File: src/rtl/vram_tile_snooper.sv
// rtl/vram_tile_snooper.sv - VRAM tile-data write snooper emitting {tile_index, CRC-16} entries; define VRAM_SNOOP_FIFO_EN for a 4-entry output FIFO

// Byte-wide CRC-16/CCITT-FALSE step (poly 0x1021, MSB-first, no reflection)
module vram_tile_crc16 (
  input  logic [15:0] crc_i,
  input  logic [7:0]  data_i,
  output logic [15:0] crc_o
);
  logic [15:0] s0, s1, s2;

  // Byte-swap, fold the data in, then apply the table-free 0x1021 terms
  assign s0    = {crc_i[7:0], crc_i[15:8]} ^ {8'h00, data_i};
  assign s1    = s0 ^ {12'h000, s0[7:4]};
  assign s2    = s1 ^ {s1[3:0], 12'h000};
  assign crc_o = s2 ^ {3'b000, s2[7:0], 5'b00000};
endmodule

module vram_tile_snooper #(
  parameter logic [15:0] VRAM_BASE  = 16'h8000,
  parameter int          TILE_COUNT = 384
) (
  input  logic        clk,
  input  logic        rst_n,
  input  logic [15:0] bus_addr,
  input  logic [7:0]  bus_data,
  input  logic        bus_wr,
  input  logic        cfg_enable,
  input  logic        replace_active,
  output logic        tile_valid,
  input  logic        tile_ready,
  output logic [8:0]  tile_index,
  output logic [15:0] tile_sig,
  output logic [8:0]  cur_tile,
  output logic [3:0]  cur_offset,
  output logic [7:0]  drop_count
);
  localparam logic [16:0] SPACE_LO = {1'b0, VRAM_BASE};
  localparam logic [16:0] SPACE_HI = SPACE_LO + 17'(TILE_COUNT * 16);

  typedef enum logic [1:0] {S_IDLE, S_COLLECT, S_EMIT} state_t;

  state_t      state_q, state_d;
  logic [8:0]  cur_tile_q, cur_tile_d;
  logic [3:0]  cur_offset_q, cur_offset_d;
  logic [15:0] crc_q, crc_d;
  logic [7:0]  drop_count_q;

  logic        in_space, snoop_en, snoop;
  logic [8:0]  wr_index;
  logic [3:0]  wr_offset;
  logic        wr_match;
  logic [15:0] crc_seed, crc_next;
  logic        push, pop, drop;

  assign in_space  = ({1'b0, bus_addr} >= SPACE_LO) && ({1'b0, bus_addr} < SPACE_HI);
  assign snoop_en  = cfg_enable && !replace_active;
  assign snoop     = bus_wr && snoop_en && in_space;
  assign wr_index  = 9'((bus_addr - VRAM_BASE) >> 4);
  assign wr_offset = bus_addr[3:0];
  assign wr_match  = (wr_index == cur_tile_q) && (wr_offset == cur_offset_q);

  // Only an in-order continuation keeps the running CRC; any start reseeds
  assign crc_seed = ((state_q == S_COLLECT) && (wr_offset != 4'd0)) ? crc_q : 16'hFFFF;

  vram_tile_crc16 u_crc (
    .crc_i  (crc_seed),
    .data_i (bus_data),
    .crc_o  (crc_next)
  );

  // Collection state, tile position and running CRC
  always_ff @(posedge clk or negedge rst_n) begin
    if (!rst_n) begin
      state_q      <= S_IDLE;
      cur_tile_q   <= '0;
      cur_offset_q <= '0;
      crc_q        <= '0;
    end else begin
      state_q      <= state_d;
      cur_tile_q   <= cur_tile_d;
      cur_offset_q <= cur_offset_d;
      crc_q        <= crc_d;
    end
  end

  // Next-state: start on offset 0, follow in-order bytes, abort on anything else
  always_comb begin
    state_d      = state_q;
    cur_tile_d   = cur_tile_q;
    cur_offset_d = cur_offset_q;
    crc_d        = crc_q;
    push         = 1'b0;
    unique case (state_q)
      S_IDLE: begin
        if (snoop && (wr_offset == 4'd0)) begin
          state_d      = S_COLLECT;
          cur_tile_d   = wr_index;
          cur_offset_d = 4'd1;
          crc_d        = crc_next;
        end
      end
      S_COLLECT: begin
        if (!snoop_en) begin
          state_d = S_IDLE;
        end else if (snoop) begin
          if (wr_match) begin
            crc_d        = crc_next;
            cur_offset_d = cur_offset_q + 4'd1;
            if (cur_offset_q == 4'd15) state_d = S_EMIT;
          end else if (wr_offset == 4'd0) begin
            cur_tile_d   = wr_index;
            cur_offset_d = 4'd1;
            crc_d        = crc_next;
          end else begin
            state_d = S_IDLE;
          end
        end
      end
      S_EMIT: begin
        push    = 1'b1;
        state_d = S_IDLE;
        if (snoop && (wr_offset == 4'd0)) begin
          state_d      = S_COLLECT;
          cur_tile_d   = wr_index;
          cur_offset_d = 4'd1;
          crc_d        = crc_next;
        end
      end
      default: state_d = S_IDLE;
    endcase
  end

`ifdef VRAM_SNOOP_FIFO_EN
  logic [8:0]  fifo_index_q [4];
  logic [15:0] fifo_sig_q   [4];
  logic [1:0]  wr_ptr_q, rd_ptr_q;
  logic [2:0]  count_q;
  logic        accept;

  assign pop    = (count_q != 3'd0) && tile_ready;
  assign accept = push && ((count_q != 3'd4) || pop);
  assign drop   = push && !accept;

  // Circular 4-entry buffer; a pop in the same cycle frees room for a push
  always_ff @(posedge clk or negedge rst_n) begin
    if (!rst_n) begin
      for (int i = 0; i < 4; i++) begin
        fifo_index_q[i] <= '0;
        fifo_sig_q[i]   <= '0;
      end
      wr_ptr_q <= '0;
      rd_ptr_q <= '0;
      count_q  <= '0;
    end else begin
      if (accept) begin
        fifo_index_q[wr_ptr_q] <= cur_tile_q;
        fifo_sig_q[wr_ptr_q]   <= crc_q;
        wr_ptr_q               <= wr_ptr_q + 2'd1;
      end
      if (pop) rd_ptr_q <= rd_ptr_q + 2'd1;
      count_q <= count_q + {2'b00, accept} - {2'b00, pop};
    end
  end

  assign tile_valid = (count_q != 3'd0);
  assign tile_index = fifo_index_q[rd_ptr_q];
  assign tile_sig   = fifo_sig_q[rd_ptr_q];
`else
  logic        out_valid_q;
  logic [8:0]  out_index_q;
  logic [15:0] out_sig_q;

  assign pop  = out_valid_q && tile_ready;
  assign drop = push && out_valid_q && !tile_ready;

  // Single holding register; a push during a handshake replaces the entry
  always_ff @(posedge clk or negedge rst_n) begin
    if (!rst_n) begin
      out_valid_q <= 1'b0;
      out_index_q <= '0;
      out_sig_q   <= '0;
    end else if (push && !drop) begin
      out_valid_q <= 1'b1;
      out_index_q <= cur_tile_q;
      out_sig_q   <= crc_q;
    end else if (pop) begin
      out_valid_q <= 1'b0;
    end
  end

  assign tile_valid = out_valid_q;
  assign tile_index = out_index_q;
  assign tile_sig   = out_sig_q;
`endif

  // Saturating count of completed tiles lost to a full output stage
  always_ff @(posedge clk or negedge rst_n) begin
    if (!rst_n) begin
      drop_count_q <= '0;
    end else if (drop && (drop_count_q != 8'hFF)) begin
      drop_count_q <= drop_count_q + 8'd1;
    end
  end

  assign cur_tile   = cur_tile_q;
  assign cur_offset = cur_offset_q;
  assign drop_count = drop_count_q;
endmodule

File: config.mk
export PLATFORM = sky130hd
export DESIGN_NAME = vram_tile_snooper
export DESIGN_NICKNAME = d
export VERILOG_FILES = /design/src/rtl/vram_tile_snooper.sv
export SDC_FILE = /design/constraint.sdc
export NUM_CORES = 1
export LEC_CHECK = 0
export CORE_ASPECT_RATIO = 1.1
export CORE_MARGIN = 1
export CORE_UTILIZATION = 55
export CTS_BUF_LIST = sky130_fd_sc_hd__clkbuf_8
export CTS_CLUSTER_SIZE = 20
export DETAILED_ROUTE_END_ITERATION = 10
export GPL_ROUTABILITY_DRIVEN = 1
export PLACE_DENSITY_LB_ADDON = 0.15
export SLEW_MARGIN = 5
export SYNTH_ARGS = -nofsm -noshare
export SYNTH_HDL_FRONTEND = slang
export SYNTH_SLANG_ARGS = --single-unit
export TNS_END_PERCENT = 1
File: constraint.sdc
create_clock -name clk -period 4.33 [get_ports clk]
set_input_delay 0.433 -clock clk [delete_from_list [all_inputs] [get_ports clk]]
set_output_delay 0.433 -clock clk [all_outputs]
set_load 0.05 [all_outputs]
# [Word-level counts from Yosys, hierarchy flattened]
# Index checks and enable logic that the tools add are counted.
[word_totals] elab_cells=87 out_inout_bits=47 in_bits=30 register_bits=65
[op_classes] n_eq_ne=16 n_addsub=3 n_lt_le_gt_ge=2 n_bitwise=4 n_mux=30 reduce_logical=24
[op_table] cell="16-bit two-way mux" count=6
[op_table] cell="9-bit two-way mux" count=5
[op_table] cell="16-bit one-hot mux with 2 select lines" count=1
[op_table] cell="4-bit two-way mux" count=5
[op_table] cell="9-bit one-hot mux with 2 select lines" count=1
[op_table] cell="16-bit greater-or-equal comparator, second input constant" count=1
[op_table] cell="16-bit < comparator, second input constant" count=1
[op_table] cell="16-bit by 13-bit bitwise XOR with 16-bit output" count=1
[op_table] cell="16-bit bitwise XOR" count=1
[op_table] cell="16-bit by 4-bit bitwise XOR with 16-bit output" count=1
[op_table] cell="16-bit by 8-bit bitwise XOR with 16-bit output" count=1
[op_table] cell="13-bit by 1-bit subtractor with 13-bit output, second input constant" count=1
[op_table] cell="1-bit logical AND" count=12
[op_table] cell="2-bit two-way mux" count=6
[op_table] cell="9-bit == test" count=1
[op_table] cell="8-bit by 1-bit adder with 8-bit output, second input constant" count=1
[op_table] cell="2-bit inequality test, second input constant" count=4
[op_table] cell="8-bit inequality test, second input constant" count=1
[op_table] cell="4-bit one-hot mux with 2 select lines" count=1
[op_table] cell="2-bit one-hot mux with 3 select lines" count=1
[op_table] cell="6-bit AND reduction" count=1
[op_table] cell="5-bit AND reduction" count=1
[op_table] cell="4-bit by 1-bit adder with 4-bit output, second input constant" count=1
[op_table] cell="4-bit == test" count=1
[op_table] cell="16 further kinds" count=23

# [Logic depth before layout (Yosys ltp)]
[depth] word_depth=12 mapped_depth=7 ltp_nobuf=6

# [Cells and area by module]
# Synthesis repeated with hierarchy kept, for this count alone.
[unflattened] hier_cells=248 area_unflattened_um2=3340.7
[by_module_without_submodules] mod="vram_tile_snooper" instances=1 seq_area_each_um2=1626.6 area_per_inst_um2=2949.1 cells_each=223
[by_module_without_submodules] mod="vram_tile_crc16" instances=1 seq_area_each_um2=0.0 area_per_inst_um2=391.6 cells_each=25

# [Least setup slack after synthesis]
# OpenSTA, ideal clock, no wires.
[synth_path] path_kind="register -> register" start="register cur_offset_q[1] (netlist: cur_offset[1])" end="register cur_tile_q[0] (netlist: cur_tile[0])" setup_slack_ps=2188 path_stages_with_launch=8 t_required_ps=4202 synth_period_minus_slack_ps=2142 setup_ps=128 t_arrival_ps=2014 cell_sequence="dfrtp_1 -> xnor2_1 -> nand3_1 -> nor4_4 -> o21a_1 -> nor3_1 -> buf_2 -> mux2_1"
[synth_via] elab_chain_cells=4
[synth_rtl] item="from (decl)" line_no="44" rtl="logic [3:0] cur_offset_q, cur_offset_d;"
[synth_rtl] item="from (signal assigned)" line_no="81" rtl="cur_offset_q <= cur_offset_d;"
[synth_rtl] item="4-bit == test" line_no="60" rtl="assign wr_match = (wr_index == cur_tile_q) && (wr_offset == cur_offset_q);"
[synth_rtl] item="1-bit logical AND" line_no="60"
[synth_rtl] item="2-bit inequality test (no source line)"
[synth_rtl] item="6-bit AND reduction (no source line)"
[synth_rtl] item="to (signal assigned)" line_no="80" rtl="cur_tile_q <= cur_tile_d;"
[synth_rtl] item="to (decl)" line_no="43" rtl="logic [8:0] cur_tile_q, cur_tile_d;"
# Every way passes these cells.
# A chain may end at the register's enable or synchronous reset.

# [Worst setup path in the final report]
[layout_path] start="input bus_addr[0]" end="register crc_q[15]"
[layout_via] elab_chain_cells=12 elab_cells_between_ends=27 classes_between="add/sub (1); order compare (2); eq/ne (5); mux (7); bitwise (4); reduce/logical (8)"
[layout_rtl] item="from (decl)" line_no="24" rtl="input logic [15:0] bus_addr,"
[layout_rtl] item="branches (longest 12 deep; another with 13-bit by 1-bit subtractor with 13-bit output)"
[layout_rtl] item="to (signal assigned)" line_no="82" rtl="crc_q <= crc_d;"
[layout_rtl] item="to (decl)" line_no="45" rtl="logic [15:0] crc_q, crc_d;"
# Parallel ways; which one is timed is not known. The select of a mux whose other input is x is not followed.

==> results.md <==
| Group | Metric | Value |
| --- | --- | --- |
| run status | Result of the run | complete, no violations |
| worst setup path | Worst Setup Path Type | in2reg |
| worst setup path | Count of cells along the worst register-to-register path | 7 |
| pwr | Pwr per Cell Area | 293 nW/µm² |
| yosys | Most frequent cell after synthesis | sky130_fd_sc_hd__dfrtp_1 |
| detailed routing | Average detailed-routed wire length per instance | 14.6 µm |
| finish | Antenna cells | 0 |
| clock network | Buffer depth of the longest clock path | 2 |
| global route | Via count of the first global-routing pass | 2129 |
| yosys | Most instantiated flip-flop cell in the synthesis netlist | sky130_fd_sc_hd__dfrtp_1 |
| yosys | Largest cells by area after synthesis | sky130_fd_sc_hd__dfrtp_1 (52%), sky130_fd_sc_hd__xnor2_1 (12%), sky130_fd_sc_hd__mux2_2 (9.4%) |
| worst setup path | Kind of launch point of the worst setup path | primary input |
| yosys | Post-synthesis cell area | 3110 µm² |
| clock network | Sinks on Clock Net | 65 |
| floorplan | Full die area | 5950 µm² |
| clock network | Post-CTS clock slew at the launch and capture registers of the worst setup and hold paths | 0.07 ns |
| detailed routing | Via total after detailed routing | 2226 |
| finish | Area added between synthesis and finish | 33.4% |
| timing | F_max | 442 MHz |
| floorplan | Number of cell rows | 28 |
| worst setup path | Register-to-register path setup slack | 2.22 ns |
| timing | Actual transition at the worst max-transition pin | 0.760 ns |
| worst setup path | Required time of the critical path | 4.54 ns |
| yosys | Net Count, Synth | 296 |
| detailed routing | Pre-Repair DR Iteration Count | 4 |
| worst setup path | Reg-to-Reg Start | cur_offset[1]$_DFFE_PN0P_ |
| clock network | H-tree levels | 3 |
| clock network | Post-CTS setup-driven buffer insertion count | 0 |
| yosys | Number of enable-type register cells in the synthesized netlist | 0 |
| yosys | Mean Syn Cell Area | 11.8 µm² |
| global route | First-pass GRT wire length | 10.1 mm |
| floorplan | Total I/O pin count | 77 |
| timing | Final number of hold-violating endpoints | 0 |
| detailed routing | Final WL | 6.22 mm |
| placement | Cell count after placement | 411 |
| worst setup path | Arrival time of data at the critical path endpoint | 2.47 ns |
| yosys | Portion of synthesized cell area occupied by the leading cell type | 0.524 |
| timing | Part of the cycle the worst path needs | 0.522 |
| finish | Fill cell count | 385 |
| clock network | Number of clock buffers inserted by TritonCTS | 9 |
| clock network | Post_cts resized | 0 |
| timing | Final sum of negative setup slack | 0 ns |
| timing | Minimum period implied by the final worst setup slack | 2.26 ns |
| placement | Post-detailed-placement half-perimeter wirelength | 4.46 mm |
| placement | Placer congestion estimate | 0.754 |
| timing | Clock tree skew after final layout | 0.00745 ns |
| timing | Number of pins with negative max-slew slack in the final report | 0 |
| global route | GRT Resource Usage Total | 0.229 |
| yosys | Share of flip-flops with an asynchronous set or reset after synthesis | 1.00 |
| floorplan | DIE HEIGHT | 80.8 µm |
| worst setup path | Crit path max fanout | 16 |
| yosys | Gate Count Post-Synth | 264 |
| detailed routing | Post-detailed-route DRC marker count | 0 |
| floorplan | Core area | 5400 µm² |
| detailed routing | First-iteration detailed-routing DRC count | 77 |
| timing | Worst max-slew margin expressed relative to the limit | 0.494 |
| detailed routing | Post-detailed-route count of antenna-violating nets | 0 |
| flow run | Maxcap violations | 0 |
| worst setup path | CP endpoint kind | flip-flop |
| detailed routing | Post-detailed-route via-to-cell ratio | 5.21 |
| timing | Final count of negative-setup-slack endpoints | 0 |
| yosys | Top post-synthesis cells by count | sky130_fd_sc_hd__dfrtp_1 (65), sky130_fd_sc_hd__xnor2_1 (42), sky130_fd_sc_hd__mux2_2 (26) |
| floorplan | Initial Utilization | 0.576 |
| clock network | Clock root cell | sky130_fd_sc_hd__clkbuf_8 |
| clock network | Clock tree from TritonCTS | built |
| floorplan | Width of the die | 73.6 µm |
| global route | Total gr overflow | 0 |
| yosys | Register area share after synthesis | 0.524 |
| worst setup path | Crit Reg-Reg Endpoint | cur_tile[1]$_DFFE_PN0P_ |
| global route | Maximum number of pins on one net before global-route repair | 36 |
| yosys | Yosys reg bits | 65 |
| worst setup path | Worst Setup EP | crc_q[15]$_DFFE_PN0P_ |
| yosys | Total number of yosys warnings | 0 |
| yosys | Number of library cell types mapped by synthesis | 37 |
| pwr | Worst ir drop on vdd | 0.000263 V |
| clock network | Clock latency of the later-clocked register in the worst-skew pair | 0.34 ns |
| finish | Post-layout net count | 379 |
| timing | Unrepaired setup endpoints after global routing | no |
| global route | Initial antenna violation count | 0 |
| finish | Ratio of cells with drive above 1 in the final layout | 0.142 |
| clock network | Number of hold-repair buffers added at the cts stage | 0 |
| finish | Final Instance Count excl. Fillers | 427 |
| worst setup path | Worst setup path startpoint | bus_addr[0] |
| pwr | Post-layout total power | 0.00121 W |
| pwr | Leakage component of the power | 1.86 nW |
| yosys | Cell accounting for the most synthesized area | sky130_fd_sc_hd__dfrtp_1 |
| worst hold path | Hold crit path type | in2async |
| placement | Number of input and output port buffers inserted | 76 |
==> cells by family after synthesis <==
group | share of synthesized area
AND/OR/NAND/NOR | 0.110
flip-flops | 0.524
XOR/XNOR | 0.151
multiplexers | 0.141
AO/OA/AOI/OAI | 0.0504
buffers and inverters | 0.0149
adder cells (fa/ha/maj) | 0.00806
==> per-layer routing <==
metal,global-route usage,share of wire
met1,0.304,0.43
met2,0.368,0.49
met5,0,0
met3,0.0484,0.061
met4,0.0942,0.018
==> layout by cell type, fill, tap and decap left out, drive strengths merged <==
| cell | instances |
|---|---|
| dfrtp | 65 |
| nand2b | 3 |
| nor3 | 3 |
| a211o | 1 |
| and3b | 1 |
| o22ai | 1 |
| or4 | 1 |
| o22a | 1 |
| clkbuf | 10 |
| nand4 | 4 |
| xor2 | 8 |
| buf | 5 |
| nand3 | 7 |
| inv | 5 |
| a21oi | 4 |
| a31oi | 1 |
| bufinv | 1 |
| nand2 | 23 |
| clkdlybuf4s50 | 75 |
| a22o | 1 |
| xnor2 | 44 |
| and2 | 1 |
| or3 | 2 |
| ha | 2 |
| clkinv | 2 |
| nor4bb | 1 |
| o21a | 1 |
| nor4 | 1 |
| nor2b | 3 |
| nor2 | 19 |
| a21boi | 1 |
| o21ai | 15 |
| mux2i | 1 |
| mux2 | 38 |
| a211oi | 1 |
==> state kept, by name, summed over array words and instances (netlist names) <==
register,cells
tile_sig,16
cur_offset,4
cur_tile,9
state_q,2
drop_count,8
tile_valid,1
tile_index,9
crc_q,16
==> power by group <==
part	switching [W]	internal (W)
sequential	0.00000679	0.000613
combinational	0.0000491	0.0000519
clock	0.000220	0.000273
total	0.000276	0.000938
==> per-stage QoR <==
step / setup WS [ns] / cell area, µm² / hold slack, ns / util
floorplan: 2.19 / 3110 / 0.137 / -
global placement: 1.74 / 3950 / 0.482 / 0.733
detailed placement: 1.72 / 3950 / 0.490 / 0.733
CTS: 2.09 / 4140 / 0.188 / 0.768
global route: 1.98 / 4140 / 0.230 / 0.768
finish: 2.07 / 4140 / 0.154 / 0.768
==> worst min path at each step <==
| stage | to | from | depth (start not counted) | slack (ns) |
|---|---|---|---|---|
| final | tile_index[0]$_DFFE_PN0P_ | rst_n | 1 | 0.15 |
| after global routing | tile_index[0]$_DFFE_PN0P_ | rst_n | 1 | 0.23 |
| after CTS | tile_index[0]$_DFFE_PN0P_ | rst_n | 1 | 0.19 |
| after detailed placement | drop_count[6]$_DFFE_PN0P_ | drop_count[6]$_DFFE_PN0P_ | 1 | 0.49 |
| after global placement | drop_count[7]$_DFFE_PN0P_ | drop_count[7]$_DFFE_PN0P_ | 1 | 0.48 |
| after floorplan | crc_q[0]$_DFFE_PN0P_ | rst_n | 0 | 0.14 |
==> final cells by class <==
class | instances | area (µm²) | area share
Tap cell | 75 | 93.8 | 0.0227
Clock inverter | 6 | 51.3 | 0.0124
Inverter | 2 | 7.51 | 0.00181
Clock buffer | 10 | 138 | 0.0332
Sequential cell | 65 | 1630 | 0.393
Multi-Input combinational cell | 189 | 1440 | 0.347
Timing Repair Buffer | 80 | 786 | 0.190
==> worst max-delay path: stages <==
cell	delay, ns
sky130_fd_sc_hd__clkdlybuf4s50_1	0.44
sky130_fd_sc_hd__or4_4	0.59
sky130_fd_sc_hd__nand2_2	0.27
sky130_fd_sc_hd__nor2_1	0.11
sky130_fd_sc_hd__xnor2_1	0.33
sky130_fd_sc_hd__xor2_1	0.21
sky130_fd_sc_hd__o21ai_1	0.09
No activity file was read; power rests on OpenSTA's default activity.
